### src/rtl/fan_speed_sched_if.sv
// Signal bundle between the fan speed scheduler and its environment:
// button/timer/ultrasonic inputs and the duty/level/indicator outputs.
interface fan_speed_sched_if;
  logic        btn_speed;
  logic        timer_expired;
  logic [11:0] distance;
  logic        dist_valid;
  logic [7:0]  duty;
  logic [1:0]  level;
  logic        motor_sw;
  logic [2:0]  motor_led;
  logic [1:0]  state;

  modport master (
    output btn_speed, timer_expired, distance, dist_valid,
    input  duty, level, motor_sw, motor_led, state
  );

  modport slave (
    input  btn_speed, timer_expired, distance, dist_valid,
    output duty, level, motor_sw, motor_led, state
  );
endinterface

### src/rtl/fan_speed_sched.sv
// Fan speed scheduler: cycles speed levels, ramps the PWM duty toward the level
// target, stops hard on a close ultrasonic reading and ramps down on timer expiry.
module fan_speed_sched #(
  parameter int TICK_CYC  = 1_000_000,
  parameter int RAMP_STEP = 8,
  parameter int PROX_CM   = 10,
  parameter int HYST_CM   = 2
) (
  input  logic              clk,
  input  logic              reset_p,
  fan_speed_sched_if.slave  bus
);

  localparam int          TW        = (TICK_CYC > 1) ? $clog2(TICK_CYC) : 1;
  localparam logic [TW-1:0] TICK_LAST = TW'(TICK_CYC - 1);
  localparam logic [8:0]  STEP9     = 9'(RAMP_STEP);
  localparam logic [11:0] NEAR_CM   = 12'(PROX_CM);
  localparam logic [11:0] FAR_CM    = 12'(PROX_CM + HYST_CM);

  typedef enum logic [1:0] {
    IDLE = 2'd0,
    RAMP = 2'd1,
    RUN  = 2'd2,
    PROX = 2'd3
  } state_t;

  state_t          cur, nxt;
  logic [1:0]      level_q, level_d;
  logic [7:0]      duty_q, duty_d;
  logic [TW-1:0]   tick_q, tick_d;
  logic [1:0]      far_q, far_d;
  logic            sw_q;
  logic [2:0]      led_q;
  logic [7:0]      tgt;
  logic            tick, close_rd, far_rd, near_rd;

  function automatic logic [7:0] target_of(input logic [1:0] l);
    case (l)
      2'd1:    return 8'd85;
      2'd2:    return 8'd170;
      2'd3:    return 8'd255;
      default: return 8'd0;
    endcase
  endfunction

  function automatic logic [2:0] led_of(input logic [1:0] l);
    case (l)
      2'd1:    return 3'b001;
      2'd2:    return 3'b010;
      2'd3:    return 3'b100;
      default: return 3'b000;
    endcase
  endfunction

  // The 9th bit catches carry past 255 and borrow below 0 before clamping.
  function automatic logic [7:0] ramp_to(input logic [7:0] d, input logic [7:0] t);
    logic [8:0] up, dn;
    up = {1'b0, d} + STEP9;
    dn = {1'b0, d} - STEP9;
    if (d < t)
      return (up >= {1'b0, t}) ? t : up[7:0];
    else if (d > t)
      return (dn[8] || dn <= {1'b0, t}) ? t : dn[7:0];
    else
      return d;
  endfunction

  assign tick     = (tick_q == TICK_LAST);
  assign close_rd = bus.dist_valid && (bus.distance != 12'd0) && (bus.distance < NEAR_CM);
  assign far_rd   = bus.dist_valid && (bus.distance >= FAR_CM) && (bus.distance != 12'd0);
  assign near_rd  = bus.dist_valid && (bus.distance != 12'd0) && !far_rd;

  always_comb begin
    nxt     = cur;
    level_d = level_q;
    duty_d  = duty_q;
    tick_d  = '0;
    far_d   = '0;
    tgt     = '0;
    case (cur)
      IDLE: begin
        duty_d = '0;
        if (bus.btn_speed && !bus.timer_expired) begin
          level_d = 2'd1;
          nxt     = RAMP;
        end
      end
      RAMP: begin
        tick_d = tick ? '0 : tick_q + TW'(1);
        if (bus.timer_expired)
          level_d = 2'd0;
        else if (close_rd && level_q != 2'd0) begin
          nxt    = PROX;
          duty_d = '0;
        end else if (bus.btn_speed)
          level_d = level_q + 2'd1;
        // Completion is judged against the target of the level chosen this cycle.
        if (nxt == RAMP) begin
          tgt = target_of(level_d);
          if (duty_q == tgt)
            nxt = (tgt != 8'd0) ? RUN : IDLE;
          else if (tick)
            duty_d = ramp_to(duty_q, tgt);
        end
        if (nxt != RAMP)
          tick_d = '0;
      end
      RUN: begin
        if (bus.timer_expired) begin
          level_d = 2'd0;
          nxt     = RAMP;
        end else if (close_rd && level_q != 2'd0) begin
          nxt    = PROX;
          duty_d = '0;
        end else if (bus.btn_speed) begin
          level_d = level_q + 2'd1;
          nxt     = RAMP;
        end
      end
      PROX: begin
        duty_d = '0;
        far_d  = far_q;
        if (bus.timer_expired) begin
          level_d = 2'd0;
          nxt     = IDLE;
          far_d   = '0;
        end else if (far_rd) begin
          if (far_q == 2'd2) begin
            nxt   = RAMP;
            far_d = '0;
          end else
            far_d = far_q + 2'd1;
        end else if (near_rd)
          far_d = '0;
      end
      default: nxt = IDLE;
    endcase
  end

  always_ff @(posedge clk) begin
    if (!reset_p) begin
      cur     <= IDLE;
      level_q <= '0;
      duty_q  <= '0;
      tick_q  <= '0;
      far_q   <= '0;
      sw_q    <= 1'b0;
      led_q   <= '0;
    end else begin
      cur     <= nxt;
      level_q <= level_d;
      duty_q  <= duty_d;
      tick_q  <= tick_d;
      far_q   <= far_d;
      sw_q    <= (duty_d != 8'd0);
      led_q   <= led_of(level_d);
    end
  end

  assign bus.duty      = duty_q;
  assign bus.level     = level_q;
  assign bus.motor_sw  = sw_q;
  assign bus.motor_led = led_q;
  assign bus.state     = cur;

endmodule
### src/flat_wrapper.sv
// flat-port wrapper written by rule: the top's interface ports become plain ports
module fan_speed_sched_flat 
#(
  parameter int TICK_CYC  = 1_000_000,
  parameter int RAMP_STEP = 8,
  parameter int PROX_CM   = 10,
  parameter int HYST_CM   = 2
)
  (clk, reset_p, bus_btn_speed, bus_timer_expired, bus_distance, bus_dist_valid, bus_duty, bus_level, bus_motor_sw, bus_motor_led, bus_state);
  fan_speed_sched_if bus_i ();
  input  logic clk;
  input  logic reset_p;
  input wire logic [$bits(bus_i.btn_speed)-1:0] bus_btn_speed;
  input wire logic [$bits(bus_i.timer_expired)-1:0] bus_timer_expired;
  input wire logic [$bits(bus_i.distance)-1:0] bus_distance;
  input wire logic [$bits(bus_i.dist_valid)-1:0] bus_dist_valid;
  output wire logic [$bits(bus_i.duty)-1:0] bus_duty;
  output wire logic [$bits(bus_i.level)-1:0] bus_level;
  output wire logic [$bits(bus_i.motor_sw)-1:0] bus_motor_sw;
  output wire logic [$bits(bus_i.motor_led)-1:0] bus_motor_led;
  output wire logic [$bits(bus_i.state)-1:0] bus_state;
  assign bus_i.btn_speed = bus_btn_speed;
  assign bus_i.timer_expired = bus_timer_expired;
  assign bus_i.distance = bus_distance;
  assign bus_i.dist_valid = bus_dist_valid;
  assign bus_duty = bus_i.duty;
  assign bus_level = bus_i.level;
  assign bus_motor_sw = bus_i.motor_sw;
  assign bus_motor_led = bus_i.motor_led;
  assign bus_state = bus_i.state;
  fan_speed_sched #(.TICK_CYC(TICK_CYC), .RAMP_STEP(RAMP_STEP), .PROX_CM(PROX_CM), .HYST_CM(HYST_CM)) u_core (.clk(clk), .reset_p(reset_p), .bus(bus_i));
endmodule
### config.mk
export PLATFORM = sky130hd
export DESIGN_NAME = fan_speed_sched_flat
export DESIGN_NICKNAME = d
export VERILOG_FILES = /design/src/rtl/fan_speed_sched_if.sv /design/src/rtl/fan_speed_sched.sv /design/src/flat_wrapper.sv
export SDC_FILE = /design/constraint.sdc
export NUM_CORES = 1
export LEC_CHECK = 0
export BUFFER_PORTS_ARGS = -buffer_cell sky130_fd_sc_hd__buf_4
export CAP_MARGIN = 20
export CORE_MARGIN = 2
export CORE_UTILIZATION = 60
export DETAILED_ROUTE_END_ITERATION = 7
export PLACE_DENSITY = 0.8
export SYNTH_ARGS = -nofsm -noshare
export SYNTH_HDL_FRONTEND = slang
export SYNTH_SLANG_ARGS = --single-unit
### constraint.sdc
create_clock -name clk -period 6.65 [get_ports clk]
set_input_delay 0 -clock clk [delete_from_list [all_inputs] [get_ports clk]]
set_output_delay 0 -clock clk [all_outputs]
set_load 0.005 [all_outputs]
Yosys cells after proc, flatten, opt, wreduce, memory -nomap -nowiden --
Index checks and enable logic that the tools add are counted.
Cells by class: reduce and logical (&&, ||, !) cells 20, multiplexer cells 39, eq/ne operators 18, $add $sub $neg 5, order comparisons 6, bitwise gates (word level) 3
Operator list (number):
- $mux W8 | 11
- $pmux W8 S3 | 2
- $mux W2 | 23
- $add A20 B1 Y20 const B | 1
- $eq A20 B20 Y1 const B | 1
- $pmux W2 S4 | 2
- $reduce_bool A8 Y1 | 2
- $eq A2 B2 Y1 const B | 7
- $ge A12 B4 Y1 const B | 1
- $lt A12 B4 Y1 const B | 1
- $reduce_bool A12 Y1 | 1
- $add A8 B4 Y9 const B | 1
- $ge A9 B8 Y1 | 1
- $le A9 B8 Y1 | 1
- $pmux W3 S3 | 1
- $sub A8 B4 Y9 const B | 1
- $eq A2 B1 Y1 const B | 4
- $eq A8 B8 Y1 | 1
- $gt A8 B8 Y1 | 1
- $lt A8 B8 Y1 | 1
- $logic_and A1 B1 Y1 | 7
- $ne A3 B2 Y1 const B | 2
- $add A2 B1 Y2 const B | 2
- $ne A2 B1 Y1 const B | 2
- 10 further kinds | 14
Word-level totals: flip-flop bits (word level) 38, logic and storage cells 98, bits of input ports 17, output and inout port bits 16

Depth between registers and ports, before layout --
depth in word-level cells 21, depth in mapped cells 16, depth with buffers taken out 15

Least setup slack after synthesis --
OpenSTA, ideal clock, no wires.
kind reg2reg, start point register u_core.level_q[0] (netlist: u_core.bus.level[0]), end point register u_core.sw_q (netlist: u_core.bus.motor_sw), stages on the path, launching flop included 15, period minus slack after synthesis 3462 ps, required time 6512 ps, slack 3188 ps, library setup time 138 ps, arrival time 3324 ps, path buffers 0, path through dfxtp_1 -> inv_1 -> ha_1 -> inv_1 -> and4_1 -> a211o_1 -> clkinv_2 -> ha_1 -> and3_1 -> o41ai_1 -> a21oi_1 -> nor4b_1 -> nor3_1 -> nor4_1 -> a41oi_1
Between the ends: word-level cells in the longest chain between the ends 19, elaborated cells between the ends (all ways) 34, classes of those cells add/sub: 1; order compare: 4; eq/ne: 5; mux: 20; reduce/logical: 4
Ends and longest elaborated chain:
- from (decl) | RTL line fan_speed_sched.sv:28 | logic [1:0] level_q, level_d;
- from (signal assigned) | RTL line fan_speed_sched.sv:151 | level_q <= level_d;
- $add A2 B1 Y2 / $reduce_bool A2 Y1 (equally long branches) | RTL line fan_speed_sched.sv:96, fan_speed_sched.sv:92, fan_speed_sched.sv:112
- $mux W2 / $logic_and A1 B1 Y1 (equally long branches) | RTL line fan_speed_sched.sv:95, fan_speed_sched.sv:92, fan_speed_sched.sv:112
- $mux W2 (2 in a row)
- $mux W2 | RTL line fan_speed_sched.sv:80 | case (cur)
- $eq A2 B2 Y1 / $eq A2 B1 Y1 (equally long branches) | RTL line fan_speed_sched.sv:38 | case (l)
- $pmux W8 S3 | RTL line fan_speed_sched.sv:38
- $mux W8 | RTL line fan_speed_sched.sv:98 | if (nxt == RAMP) begin
- $mux W8 | RTL line fan_speed_sched.sv:80
- (+2 left out)
- $mux W8 | RTL line fan_speed_sched.sv:63 | return (dn[8] || dn <= {1'b0, t}) ? t : dn[7:0];
- $mux W8 | RTL line fan_speed_sched.sv:62 | else if (d > t)
- $mux W8 | RTL line fan_speed_sched.sv:60 | if (d < t)
- $mux W8 | RTL line fan_speed_sched.sv:102 | else if (tick)
- $mux W8 | RTL line fan_speed_sched.sv:100 | if (duty_q == tgt)
- $mux W8 | RTL line fan_speed_sched.sv:98
- $pmux W8 S3 (*) | RTL line fan_speed_sched.sv:80
- $reduce_bool A8 Y1 (*) | RTL line fan_speed_sched.sv:155 | sw_q <= (duty_d != 8'd0);
- to (signal assigned) | RTL line fan_speed_sched.sv:155
- to (decl) | RTL line fan_speed_sched.sv:32 | logic sw_q;
Every way passes the cells marked *; elsewhere a longest branch is shown, timed or not. The select of a mux whose other input is x is not followed. A chain may end at the register's enable or synchronous reset.

Final worst setup path --
Ends and elaborated chain as after synthesis.

==> results.cfg <==
[logic_synthesis]
synth-compound-area-share_pct = 17.6
synth_xor_area_share_pct = 7.29
ys_types = 60
netlist_area_sq_um = 2890
synth_top_family_by_area = simple AND/OR/NAND/NOR gates
async_flop_share_pct = 0
yosysTopAreaCell = dfxtp_1
synth-adder-area-share_pct = 11.3
avgSynthCellArea_sq_um = 8.29
yosysTopAreaCellShare_pct = 26.4
yosys_warnings = 0
synth.net_count = 391
synth_edf_count = 0
synth-seq-cells = 38
ys_seq_area_share_pct = 26.4
yosys.area_share.simple_pct = 33.2
synth_flop_cell = dfxtp_1
ys_top_cells_by_area = dfxtp_1 (26%), ha_1 (11%), nor2_1 (5.5%), xor2_1 (4.9%), nand2_1 (3.9%)
muxShareOfSynthArea_pct = 0.347
netlist_instances = 348

[run_status]
outcome = completed

[critical_path]
critPathCaptureType = register
worst-path-max-fanout = 14
crit_path_start_kind = register
crit_type = reg2reg
critPathRequiredTime_ns = 6.86
arrival_ns = 4.32

[cts]
cts_buffer_depth = 2
clk_latency_ns = 0.29
cts_tree = done
root_buffer = clkbuf_8
post-cts-setup-buffers = 0
cts.sinks = 38
cts_buffers = 5
clk_pin_slew_ns = 0.07
cts_htree_levels = 2

[finish]
final_net_count = 425
multi_input_area_sq_um = 2010
insertedDiodeCount = 0
fin_area_sq_um = 3250
final_layout_size_suffix_gt1_share_pct = 15.4
instances_no_fill = 436
layout_commonest_cell = nor2_1
register_area_sq_um = 761
n_fill_cell = 390
final_cell_mix = nor2_1 (42), dfxtp_1 (38), buf_4 (33)
area_delta_synth_final_pct = 12.5

[power_and_ir_drop]
clock_power_share_pct = 28.8
internal-power_uw = 352
pwr-share-comb_pct = 24.9
p_per_area_nw_per_um2 = 155
net-switching-power_uw = 152
power_leakage_uw = 0.00128
power_frac_seq_pct = 46.3
swShare_pct = 30.1
vdd_drop_max_uv = 129

[sta]
worst_clock_skew_ns = 0.00908
tns_ns = 0
setup_violations = 0
final_hold_viol_count = 0
drv_slew = 0
slew_headroom_pct = 53.8
fin_crit_sh_pct = 61.8
tightest_slew_ns = 0.688
period_needed_ns = 4.11
clock.fmax_ghz = 0.243
grt_setup_unrepaired = no

[global_route]
grt_start_max_net_pins = 21
antenna_found_initial = 0
grt_pass1_wl_um = 10800
grt_overflow = 0
grt_pass1_vias = 2452
grtUsageTotal_pct = 25.2

[drt]
routed_wl_um = 6380
avgRoutedWirePerCell_um = 14.6
ant_nets = 0
drt_iter0_drc = 224
remaining_drc_errors = 0
drt_pass1_iterations = 4
vias = 2645
avgViaCountPerCell = 6.07

[place]
place_congestion = 0.941
hpwl_um = 4990
port-buffer-count = 32
place_area_sq_um = 3160
place_inst = 428

[die]
rows = 25
die_w_um = 73.3
start_util_pct = 61.5
die_h_um = 73.3
coreArea_sq_um = 4690
dieArea_sq_um = 5380
io_pins = 33

[flow_run]
drv_cap = 0

[min_path]
hp-class = in2reg
==> critical path, stage by stage, from the launching register on <==
cell and delay [ns]:
dfxtp_1 0.40, inv_1 0.06, ha_1 0.27, nand3b_1 0.12, a41oi_1 0.19, a211o_1 0.19, clkinv_2 0.23, ha_1 0.38
nand4_1 0.17, nor3_2 0.49, nor4b_1 0.15, nor3_1 0.60, nand2_1 0.15, nor4b_1 0.17, a211o_1 0.27, a41oi_1 0.20
==> sequential cells by signal, summed over array words and instances (netlist names) <==
name	flops
u_core.tick_q	20
u_core.bus.duty	8
u_core.bus.motor_led	3
u_core.bus.level	2
u_core.bus.state	2
u_core.far_q	2
u_core.bus.motor_sw	1
==> cell type report <==
class                      count  share of cell area (%)
multi-input combinational    284                    62.0
sequential                    38                    23.4
timing repair buffer          34                    7.94
clock buffer                   7                    2.35
inverter                      19                    2.24
tap                           54                    2.08
==> stage by stage <==
step | utilization (%) | hold slack, ns | total power (uW) | worst slack [ns]
after floorplan | - | 0.122 | 325 | 3.19
after detailed placement | 67.3 | 0.272 | 362 | 2.59
final | 69.2 | 0.0672 | 504 | 2.54
after global placement | 67.3 | 0.270 | 361 | 2.66
after CTS | 69.2 | 0.0567 | 509 | 2.56
after global routing | 69.2 | 0.0831 | 535 | 2.24
==> synth_stat cells, types with 2 or more instances <==
master     n
nor2_1    42
dfxtp_1   38
nand2_1   30
ha_1      26
a21oi_1   16
inv_1     16
xor2_1    16
nand3_1   12
and3_1    10
nor2_4    10
nor3_1     9
o21ai_0    8
xnor2_1    8
and2_1     7
a211oi_1   6
clkbuf_1   5
nand2b_1   5
nor4_1     5
nor4b_1    5
a21o_1     4
nand4_1    4
nor3b_1    4
o31ai_1    4
or3_1      4
a22oi_1    3
a41oi_1    3
nor4bb_1   3
o22ai_1    3
a211o_1    2
and4_1     2
buf_6      2
inv_2      2
nor2b_1    2
nor3_2     2
nor4_4     2
o211ai_1   2
o21ai_1    2
o41ai_1    2
==> power groups by stage <==
stage	Combinational [uW]	Sequential, uW	Clock [uW]
floorplan	86.6	238	0
global placement	123	238	0
detailed placement	123	239	0
CTS	124	233	151
global route	141	234	160
finish	125	234	145
==> kinds of logic (layout without fill, tap and decap cells) <==
family                     after synthesis  after routing
xor gates and xnor gates                24             24
AOI/OAI and AO/OA                       69             69
DFF                                     38             38
adders and majority gates               26             26
muxes                                    1              1
buffers and inverters                   26             60
and+or+nand+nor                        164            164
==> path summary, 6_finish.rpt <==
path                                    end  slack (ns)                      startpoint  cells after the start
max          u_core.bus.motor_sw$_SDFF_PN0_        2.54  u_core.bus.level[0]$_SDFF_PN0_                     15
min            u_core.far_q[0]$_SDFFE_PP0P_        0.07               bus_timer_expired                      4
max reg2reg  u_core.bus.motor_sw$_SDFF_PN0_        2.54  u_core.bus.level[0]$_SDFF_PN0_                     15
min reg2reg     u_core.tick_q[0]$_SDFF_PP0_        0.47     u_core.tick_q[0]$_SDFF_PP0_                      1
==> metal layers <==
metal / vias up / wire length (um) / GRT usage (%)
met5: - / 0 / 0
met4: 0 / 138 / 7.88
met3: 17 / 341 / 4.66
met2: 75 / 3070 / 42.9
met1: 1221 / 2830 / 32.3
li1: 1332 / - / -
==> what timing repair did <==
item                                   in CTS  in global routing
gates resized for setup                     0                  0
endpoints found under the hold margin       2                  0
hold buffers                                1                  0
No activity file was read; power rests on OpenSTA's default activity.
